File: src/rtl/mem_bus_pkg.sv
// Shared types and beat-count helpers for the memory bus controller.
package mem_bus_pkg;

  typedef enum logic [1:0] {IDLE, ADDR, DATA, DONE} state_e;

  function automatic int calc_ab(input int pa);
    return (pa + 7) / 8;
  endfunction

  function automatic int calc_db(input int rv);
    return rv / 8;
  endfunction

endpackage

File: src/rtl/mem_bus_ctrl.sv
// Arbitrates fetch/data requests behind the MMU, reports MMU faults and runs
// one word transfer per request on a byte-wide multiplexed address/data bus.
module mem_bus_ctrl
  import mem_bus_pkg::*;
#(
  parameter int RV = 16,
  parameter int PA = RV,
  parameter int AB = calc_ab(PA),
  parameter int DB = calc_db(RV)
) (
  input  logic                 clk,
  input  logic                 reset,
  input  logic                 ins_req,
  input  logic                 data_read,
  input  logic                 data_write,
  input  logic [PA-RV/16-1:0]  pcp,
  input  logic [PA-RV/16-1:0]  addrp,
  input  logic [RV-1:0]        wdata,
  output logic                 is_pc,
  output logic                 is_read,
  output logic                 is_write,
  input  logic                 mmu_miss_fault,
  input  logic                 mmu_prot_fault,
  output logic                 mmu_fault,
  output logic                 ins_done,
  output logic                 ins_fault,
  output logic                 data_done,
  output logic                 data_fault,
  output logic [RV-1:0]        rdata,
  output logic [7:0]           bus_out,
  input  logic [7:0]           bus_in,
  output logic                 bus_ale,
  output logic                 bus_rd,
  output logic                 bus_wr,
  input  logic                 bus_ready
);

  localparam int ABW = AB * 8;
  localparam int WA  = PA - RV / 16;
  localparam int MB  = (AB > DB) ? AB : DB;
  localparam int BW  = (MB > 1) ? $clog2(MB) : 1;

  state_e          state_q, state_d;
  logic [BW-1:0]   beat_q, beat_d;
  logic            ale_q, ale_d, rd_q, rd_d, wr_q, wr_d;
  logic [7:0]      bout_q, bout_d;
  logic            idone_q, idone_d, ifault_q, ifault_d;
  logic            ddone_q, ddone_d, dfault_q, dfault_d;
  logic [RV-1:0]   rdata_q, rdata_d;
  logic [ABW-1:0]  areg_q, areg_d;
  logic [RV-1:0]   wreg_q, wreg_d, rbuf_q, rbuf_d;
  logic            dirw_q, dirw_d, src_ins_q, src_ins_d;
  logic            gnt_ins, gnt_data, fault_w;
  logic [WA-1:0]   req_addr;
  logic [ABW-1:0]  byte_addr;

  // No grant in the cycle a fault pulse is out: the requester is still
  // holding the request it is about to drop.
  always_comb begin
    gnt_ins  = 1'b0;
    gnt_data = 1'b0;
    if (state_q == IDLE && !ifault_q && !dfault_q) begin
      if (data_read || data_write) gnt_data = 1'b1;
      else if (ins_req)            gnt_ins  = 1'b1;
    end
  end

  assign fault_w   = mmu_miss_fault | mmu_prot_fault;
  assign is_pc     = gnt_ins;
  assign is_read   = gnt_data & data_read;
  assign is_write  = gnt_data & data_write;
  assign mmu_fault = (gnt_ins | gnt_data) & fault_w & ~reset;
  assign req_addr  = gnt_data ? addrp : pcp;
  assign byte_addr = ABW'(req_addr) << (RV / 16);

  always_comb begin
    state_d   = state_q;
    beat_d    = beat_q;
    ale_d     = 1'b0;
    rd_d      = 1'b0;
    wr_d      = 1'b0;
    bout_d    = 8'h00;
    idone_d   = 1'b0;
    ifault_d  = 1'b0;
    ddone_d   = 1'b0;
    dfault_d  = 1'b0;
    rdata_d   = rdata_q;
    areg_d    = areg_q;
    wreg_d    = wreg_q;
    rbuf_d    = rbuf_q;
    dirw_d    = dirw_q;
    src_ins_d = src_ins_q;
    case (state_q)
      IDLE: begin
        if (gnt_ins || gnt_data) begin
          if (fault_w) begin
            ifault_d = gnt_ins;
            dfault_d = gnt_data;
          end else begin
            bout_d    = byte_addr[ABW-1 -: 8];
            areg_d    = byte_addr << 8;
            wreg_d    = wdata;
            rbuf_d    = '0;
            dirw_d    = gnt_data & data_write;
            src_ins_d = gnt_ins;
            beat_d    = '0;
            ale_d     = 1'b1;
            state_d   = ADDR;
          end
        end
      end
      ADDR: begin
        if (beat_q == BW'(AB - 1)) begin
          state_d = DATA;
          beat_d  = '0;
          rd_d    = ~dirw_q;
          wr_d    = dirw_q;
          if (dirw_q) begin
            bout_d = wreg_q[7:0];
            wreg_d = wreg_q >> 8;
          end
        end else begin
          beat_d = beat_q + BW'(1);
          ale_d  = 1'b1;
          bout_d = areg_q[ABW-1 -: 8];
          areg_d = areg_q << 8;
        end
      end
      DATA: begin
        rd_d   = rd_q;
        wr_d   = wr_q;
        bout_d = bout_q;
        if (bus_ready) begin
          if (!dirw_q) rbuf_d[int'(beat_q)*8 +: 8] = bus_in;
          if (beat_q == BW'(DB - 1)) begin
            state_d = DONE;
            rd_d    = 1'b0;
            wr_d    = 1'b0;
            bout_d  = 8'h00;
            idone_d = src_ins_q;
            ddone_d = ~src_ins_q;
            if (!dirw_q) rdata_d = rbuf_d;
          end else begin
            beat_d = beat_q + BW'(1);
            if (dirw_q) begin
              bout_d = wreg_q[7:0];
              wreg_d = wreg_q >> 8;
            end
          end
        end
      end
      DONE:    state_d = IDLE;
      default: state_d = IDLE;
    endcase
  end

  always_ff @(posedge clk) begin
    if (reset) begin
      state_q  <= IDLE;
      beat_q   <= '0;
      ale_q    <= 1'b0;
      rd_q     <= 1'b0;
      wr_q     <= 1'b0;
      bout_q   <= 8'h00;
      idone_q  <= 1'b0;
      ifault_q <= 1'b0;
      ddone_q  <= 1'b0;
      dfault_q <= 1'b0;
      rdata_q  <= '0;
    end else begin
      state_q  <= state_d;
      beat_q   <= beat_d;
      ale_q    <= ale_d;
      rd_q     <= rd_d;
      wr_q     <= wr_d;
      bout_q   <= bout_d;
      idone_q  <= idone_d;
      ifault_q <= ifault_d;
      ddone_q  <= ddone_d;
      dfault_q <= dfault_d;
      rdata_q  <= rdata_d;
    end
  end

  // Transfer datapath: always reloaded at acceptance, so it needs no reset.
  always_ff @(posedge clk) begin
    areg_q    <= areg_d;
    wreg_q    <= wreg_d;
    rbuf_q    <= rbuf_d;
    dirw_q    <= dirw_d;
    src_ins_q <= src_ins_d;
  end

  assign bus_ale    = ale_q;
  assign bus_rd     = rd_q;
  assign bus_wr     = wr_q;
  assign bus_out    = bout_q;
  assign ins_done   = idone_q;
  assign ins_fault  = ifault_q;
  assign data_done  = ddone_q;
  assign data_fault = dfault_q;
  assign rdata      = rdata_q;

endmodule

File: config.mk
export PLATFORM = sky130hd
export DESIGN_NAME = mem_bus_ctrl
export DESIGN_NICKNAME = d
export VERILOG_FILES = /design/src/rtl/mem_bus_pkg.sv /design/src/rtl/mem_bus_ctrl.sv
export SDC_FILE = /design/constraint.sdc
export NUM_CORES = 1
export LEC_CHECK = 0
export CORE_AREA = 2 2 93 95
export CTS_BUF_LIST = sky130_fd_sc_hd__clkbuf_4 sky130_fd_sc_hd__clkbuf_8 sky130_fd_sc_hd__clkbuf_16
export DETAILED_ROUTE_END_ITERATION = 10
export DIE_AREA = 0 0 95 97
export PLACE_DENSITY = 0.71
export SYNTH_ARGS = -nofsm -noshare
export SYNTH_HDL_FRONTEND = slang
export SYNTH_SLANG_ARGS = --single-unit
export TNS_END_PERCENT = 50
File: constraint.sdc
create_clock -name clk -period 3.2 [get_ports clk]
set_input_delay 0.48 -clock clk [delete_from_list [all_inputs] [get_ports clk]]
set_output_delay 0.48 -clock clk [all_outputs]
set_load 0.05 [all_outputs]
==> impl_metrics.xml <==
<?xml version="1.0" encoding="UTF-8"?>
<metrics>
  <group name="status">
    <metric name="status" unit="">completed</metric>
  </group>
  <group name="place">
    <metric name="final_hpwl_dp" unit="microns">5680</metric>
    <metric name="gp_routability_congestion" unit="">0.771</metric>
    <metric name="dp_slack" unit="ns">0.400</metric>
    <metric name="io_buffer_count" unit="">96</metric>
    <metric name="dp.cells" unit="">498</metric>
  </group>
  <group name="min_path">
    <metric name="hold-path-cell-count" unit="">1</metric>
    <metric name="min_delay_worst_endpoint" unit="">data_done</metric>
    <metric name="hp-class" unit="">reg2reg</metric>
    <metric name="hp_start" unit="">src_ins_q</metric>
  </group>
  <group name="logic_synthesis">
    <metric name="main_combinational_cell_family_by_area_after_synthesis" unit="">simple AND/OR/NAND/NOR gates</metric>
    <metric name="synth-simple-area-share" unit="%">17.0</metric>
    <metric name="netlist_top_cells_area" unit="">sky130_fd_sc_hd__edfxtp_1 33%, sky130_fd_sc_hd__dfxtp_1 21%, sky130_fd_sc_hd__mux2i_1 5.1%</metric>
    <metric name="synth_compound_gate_area_share" unit="%">15.6</metric>
    <metric name="number_of_standard_cells_after_synthesis" unit="">312</metric>
    <metric name="synth_area_leader" unit="">sky130_fd_sc_hd__edfxtp_1</metric>
    <metric name="postSynth.asyncResetShare" unit="%">0</metric>
    <metric name="yosys.area_share.adder" unit="%">2.26</metric>
    <metric name="post_synth_instance_area" unit="sq um">3320</metric>
    <metric name="synthMuxAreaShare" unit="%">7.85</metric>
    <metric name="syn-num-nets" unit="">380</metric>
    <metric name="syn-mean-instance-area" unit="sq um">10.6</metric>
    <metric name="ys_warns" unit="">0</metric>
    <metric name="ys_seq_elements" unit="">71</metric>
    <metric name="top_ff_cell_synth" unit="">sky130_fd_sc_hd__edfxtp_1</metric>
    <metric name="synth-edff-count" unit="">37</metric>
    <metric name="seq_area_frac_synth" unit="%">54.0</metric>
    <metric name="xor_xnor_cell_area_share_of_the_yosys_netlist" unit="%">0</metric>
    <metric name="synthDistinctLibCells" unit="">42</metric>
    <metric name="netlist.area_leader.share" unit="%">33.5</metric>
  </group>
  <group name="finish">
    <metric name="layout.filler_cells" unit="">705</metric>
    <metric name="syn2layout_area_growth" unit="%">38.0</metric>
    <metric name="final_net_count" unit="">472</metric>
    <metric name="stdcell_count" unit="">514</metric>
    <metric name="ff_latch_area" unit="sq um">1790</metric>
    <metric name="multiInputGateArea" unit="sq um">1420</metric>
    <metric name="ratio_of_cells_with_drive_above_1_in_the_final_layout" unit="%">11.2</metric>
    <metric name="fin_util" unit="%">56.3</metric>
    <metric name="num_antenna_cells" unit="">0</metric>
  </group>
  <group name="floorplanning">
    <metric name="dieHeight" unit="microns">97</metric>
    <metric name="design.core.area" unit="sq um">8130</metric>
    <metric name="initial_utilization" unit="%">40.8</metric>
    <metric name="placement_rows" unit="">33</metric>
    <metric name="die-width" unit="microns">95</metric>
    <metric name="die-area" unit="sq um">9220</metric>
    <metric name="boundaryPins" unit="">97</metric>
  </group>
  <group name="setup_path">
    <metric name="critPathMaxStageDelay" unit="ns">0.52</metric>
    <metric name="crit-reg2reg-capture" unit="">areg_q[12]</metric>
    <metric name="crit_type" unit="">reg2out</metric>
    <metric name="r2r_setup_slack" unit="ns">0.72</metric>
    <metric name="critical_path_arrival" unit="ns">2.37</metric>
    <metric name="timing.critical_path.to_type" unit="">primary output</metric>
    <metric name="crit_path_start" unit="">state_q[0]</metric>
    <metric name="worst_r2r_startpoint" unit="">state_q[0]</metric>
    <metric name="timing.critical_path.required" unit="ns">2.72</metric>
    <metric name="crit_slowest_cell" unit="">sky130_fd_sc_hd__or3b_2</metric>
    <metric name="startpoint_type" unit="">flip-flop</metric>
    <metric name="ff2ff_path_depth" unit="">7</metric>
    <metric name="path_cells" unit="">inv_1, ha_1, or3b_2, or3_1, nor2_1, buf_12</metric>
    <metric name="crit_path_max_fanout" unit="">5</metric>
    <metric name="worstPathBufferInverterCount" unit="">2</metric>
    <metric name="cp_top_family" unit="">simple AND/OR/NAND/NOR gates</metric>
  </group>
  <group name="sta">
    <metric name="setup_viol" unit="">0</metric>
    <metric name="tns" unit="ns">0</metric>
    <metric name="tightest_slew" unit="ns">0.740</metric>
    <metric name="timing.hold.ws" unit="ns">0.445</metric>
    <metric name="fmax" unit="MHz">351</metric>
    <metric name="rsz0062_at_grt" unit="">no</metric>
    <metric name="period_needed" unit="ns">2.85</metric>
    <metric name="worst_slack" unit="ns">0.352</metric>
    <metric name="timing.clock.skew" unit="ns">0.00576</metric>
    <metric name="fin_crit_sh" unit="%">89.0</metric>
    <metric name="timing.slew.headroom" unit="%">50.6</metric>
    <metric name="timing.final.max_slew_violations" unit="">0</metric>
    <metric name="hold_viol_final" unit="">0</metric>
  </group>
  <group name="clocking">
    <metric name="ctsLongestPathBuffers" unit="">2</metric>
    <metric name="cts.repair_timing.setup_buffer_count" unit="">0</metric>
    <metric name="clkTransAtPathRegs" unit="ns">0.07</metric>
    <metric name="clk_latency" unit="ns">0.33</metric>
    <metric name="tritoncts" unit="">yes</metric>
    <metric name="cts_inserted_buffers" unit="">9</metric>
    <metric name="hold_buffers" unit="">0</metric>
    <metric name="clock_tree.htree_level_count" unit="">3</metric>
    <metric name="cts_resized" unit="">0</metric>
    <metric name="clock_sinks" unit="">71</metric>
    <metric name="cts_root_buffer" unit="">sky130_fd_sc_hd__clkbuf_8</metric>
  </group>
  <group name="run">
    <metric name="maxCapViolCount" unit="">0</metric>
  </group>
  <group name="routing">
    <metric name="detailroute.via_count" unit="">2649</metric>
    <metric name="via_per_inst" unit="">5.15</metric>
    <metric name="drc" unit="">0</metric>
    <metric name="drt-wirelength-per-cell" unit="microns">15.1</metric>
    <metric name="drt_iter0_drc" unit="">105</metric>
    <metric name="postRouteWirelength" unit="microns">7780</metric>
    <metric name="firstDrtPassIters" unit="">4</metric>
    <metric name="drt.antenna.violating_nets" unit="">0</metric>
  </group>
  <group name="global_route">
    <metric name="gr-total-overflow" unit="">0</metric>
    <metric name="track_usage" unit="%">17.2</metric>
    <metric name="grt_first_pass_wirelength" unit="microns">12400</metric>
    <metric name="grt_start_max_net_pins" unit="">29</metric>
    <metric name="antenna_found_initial" unit="">0</metric>
    <metric name="grt_pass1_vias" unit="">2590</metric>
  </group>
  <group name="pwr">
    <metric name="vdd_ir_drop_max" unit="mV">0.277</metric>
    <metric name="power-per-cell-area" unit="nW/um^2">718</metric>
    <metric name="reported_leakage_power" unit="uW">0.00162</metric>
  </group>
</metrics>
## Yosys cell counts (all sizes together), types with 3 or more instances
master	n
dfxtp	34
nor3	5
inv	4
buf	3
a211oi	13
nand3	8
nor2b	25
ha	6
o21ai	19
edfxtp	37
nand2	22
mux2i	17
a221oi	7
mux2	8
nor2	36
o2bb2ai	7
a21oi	11
a22oi	7
clkbuf	20
## layout make-up
cell class	instances	share of cell area [%]
Clock buffer	12	3.20
Clock inverter	4	1.01
Tap cell	105	2.87
Timing Repair Buffer	104	22.4
Multi-Input combinational cell	214	31.1
Sequential cell	71	39.1
Inverter	4	0.328
## how the worst max path moves through the flow
stage               cells after the start    endpoint  slack (ns)
floorplan                               6   rbuf_q[0]        0.49
global placement                        5   wreg_q[9]        0.42
detailed placement                      5  wreg_q[14]        0.40
CTS                                     6   mmu_fault        0.35
global route                            6   mmu_fault        0.25
finish                                  6   mmu_fault        0.35
## placed cells by master (no fill, tap or decap), types with 2 or more instances in the layout
| cell type | count |
|---|---|
| sky130_fd_sc_hd__clkdlybuf4s50_1 | 92 |
| sky130_fd_sc_hd__edfxtp_1 | 37 |
| sky130_fd_sc_hd__nor2_1 | 34 |
| sky130_fd_sc_hd__dfxtp_1 | 34 |
| sky130_fd_sc_hd__nor2b_1 | 25 |
| sky130_fd_sc_hd__nand2_1 | 22 |
| sky130_fd_sc_hd__o21ai_0 | 18 |
| sky130_fd_sc_hd__mux2i_1 | 17 |
| sky130_fd_sc_hd__a211oi_1 | 13 |
| sky130_fd_sc_hd__a21oi_1 | 11 |
| sky130_fd_sc_hd__buf_4 | 11 |
| sky130_fd_sc_hd__clkbuf_8 | 9 |
| sky130_fd_sc_hd__mux2_2 | 8 |
| sky130_fd_sc_hd__nand3_1 | 8 |
| sky130_fd_sc_hd__a22oi_1 | 7 |
| sky130_fd_sc_hd__a221oi_1 | 7 |
| sky130_fd_sc_hd__o2bb2ai_1 | 7 |
| sky130_fd_sc_hd__ha_1 | 6 |
| sky130_fd_sc_hd__inv_1 | 4 |
| sky130_fd_sc_hd__nor3_1 | 3 |
| sky130_fd_sc_hd__clkbuf_4 | 3 |
| sky130_fd_sc_hd__or3b_2 | 2 |
| sky130_fd_sc_hd__nor3b_1 | 2 |
| sky130_fd_sc_hd__and2_1 | 2 |
| sky130_fd_sc_hd__or4_4 | 2 |
| sky130_fd_sc_hd__nor2_2 | 2 |
## sequential cells by signal (all words and copies together), names as in the netlist, 2 cells and up
| signal | cells |
|---|---|
| rdata | 16 |
| wreg_q | 16 |
| rbuf_q | 12 |
| bus_out | 8 |
| areg_q | 7 |
| state_q | 2 |
## routing by layer
layer	vias to the layer above	track usage, %	share of wire [%]
met2	80	28.6	50
met1	1249	22.9	43
met4	0	5.13	1.2
li1	1313	-	-
met5	-	0	0
met3	7	2.88	5.2
## kinds of logic after synthesis
family | Yosys count
AND/OR/NAND/NOR | 110
AO/OA/AOI/OAI | 73
flip-flops | 71
buffers and inverters | 27
multiplexers | 25
adder cells (fa/ha/maj) | 6
## power breakdown
| part | total [uW] | internal (uW) | leakage, uW | switching [uW] |
|---|---|---|---|---|
| logic | 1230 | 510 | 0.000895 | 725 |
| registers | 1350 | 1250 | 0.000625 | 97.8 |
| clock network | 703 | 383 | 0.0000983 | 320 |
## stage by stage
step / total power (uW) / area, sq um
final: 3290 / 4580
after global routing: 3470 / 4580
after CTS: 3310 / 4580
after detailed placement: 2610 / 4380
after global placement: 2570 / 4380
after floorplan: 2200 / 3320
No activity file was read; power rests on OpenSTA's default activity.
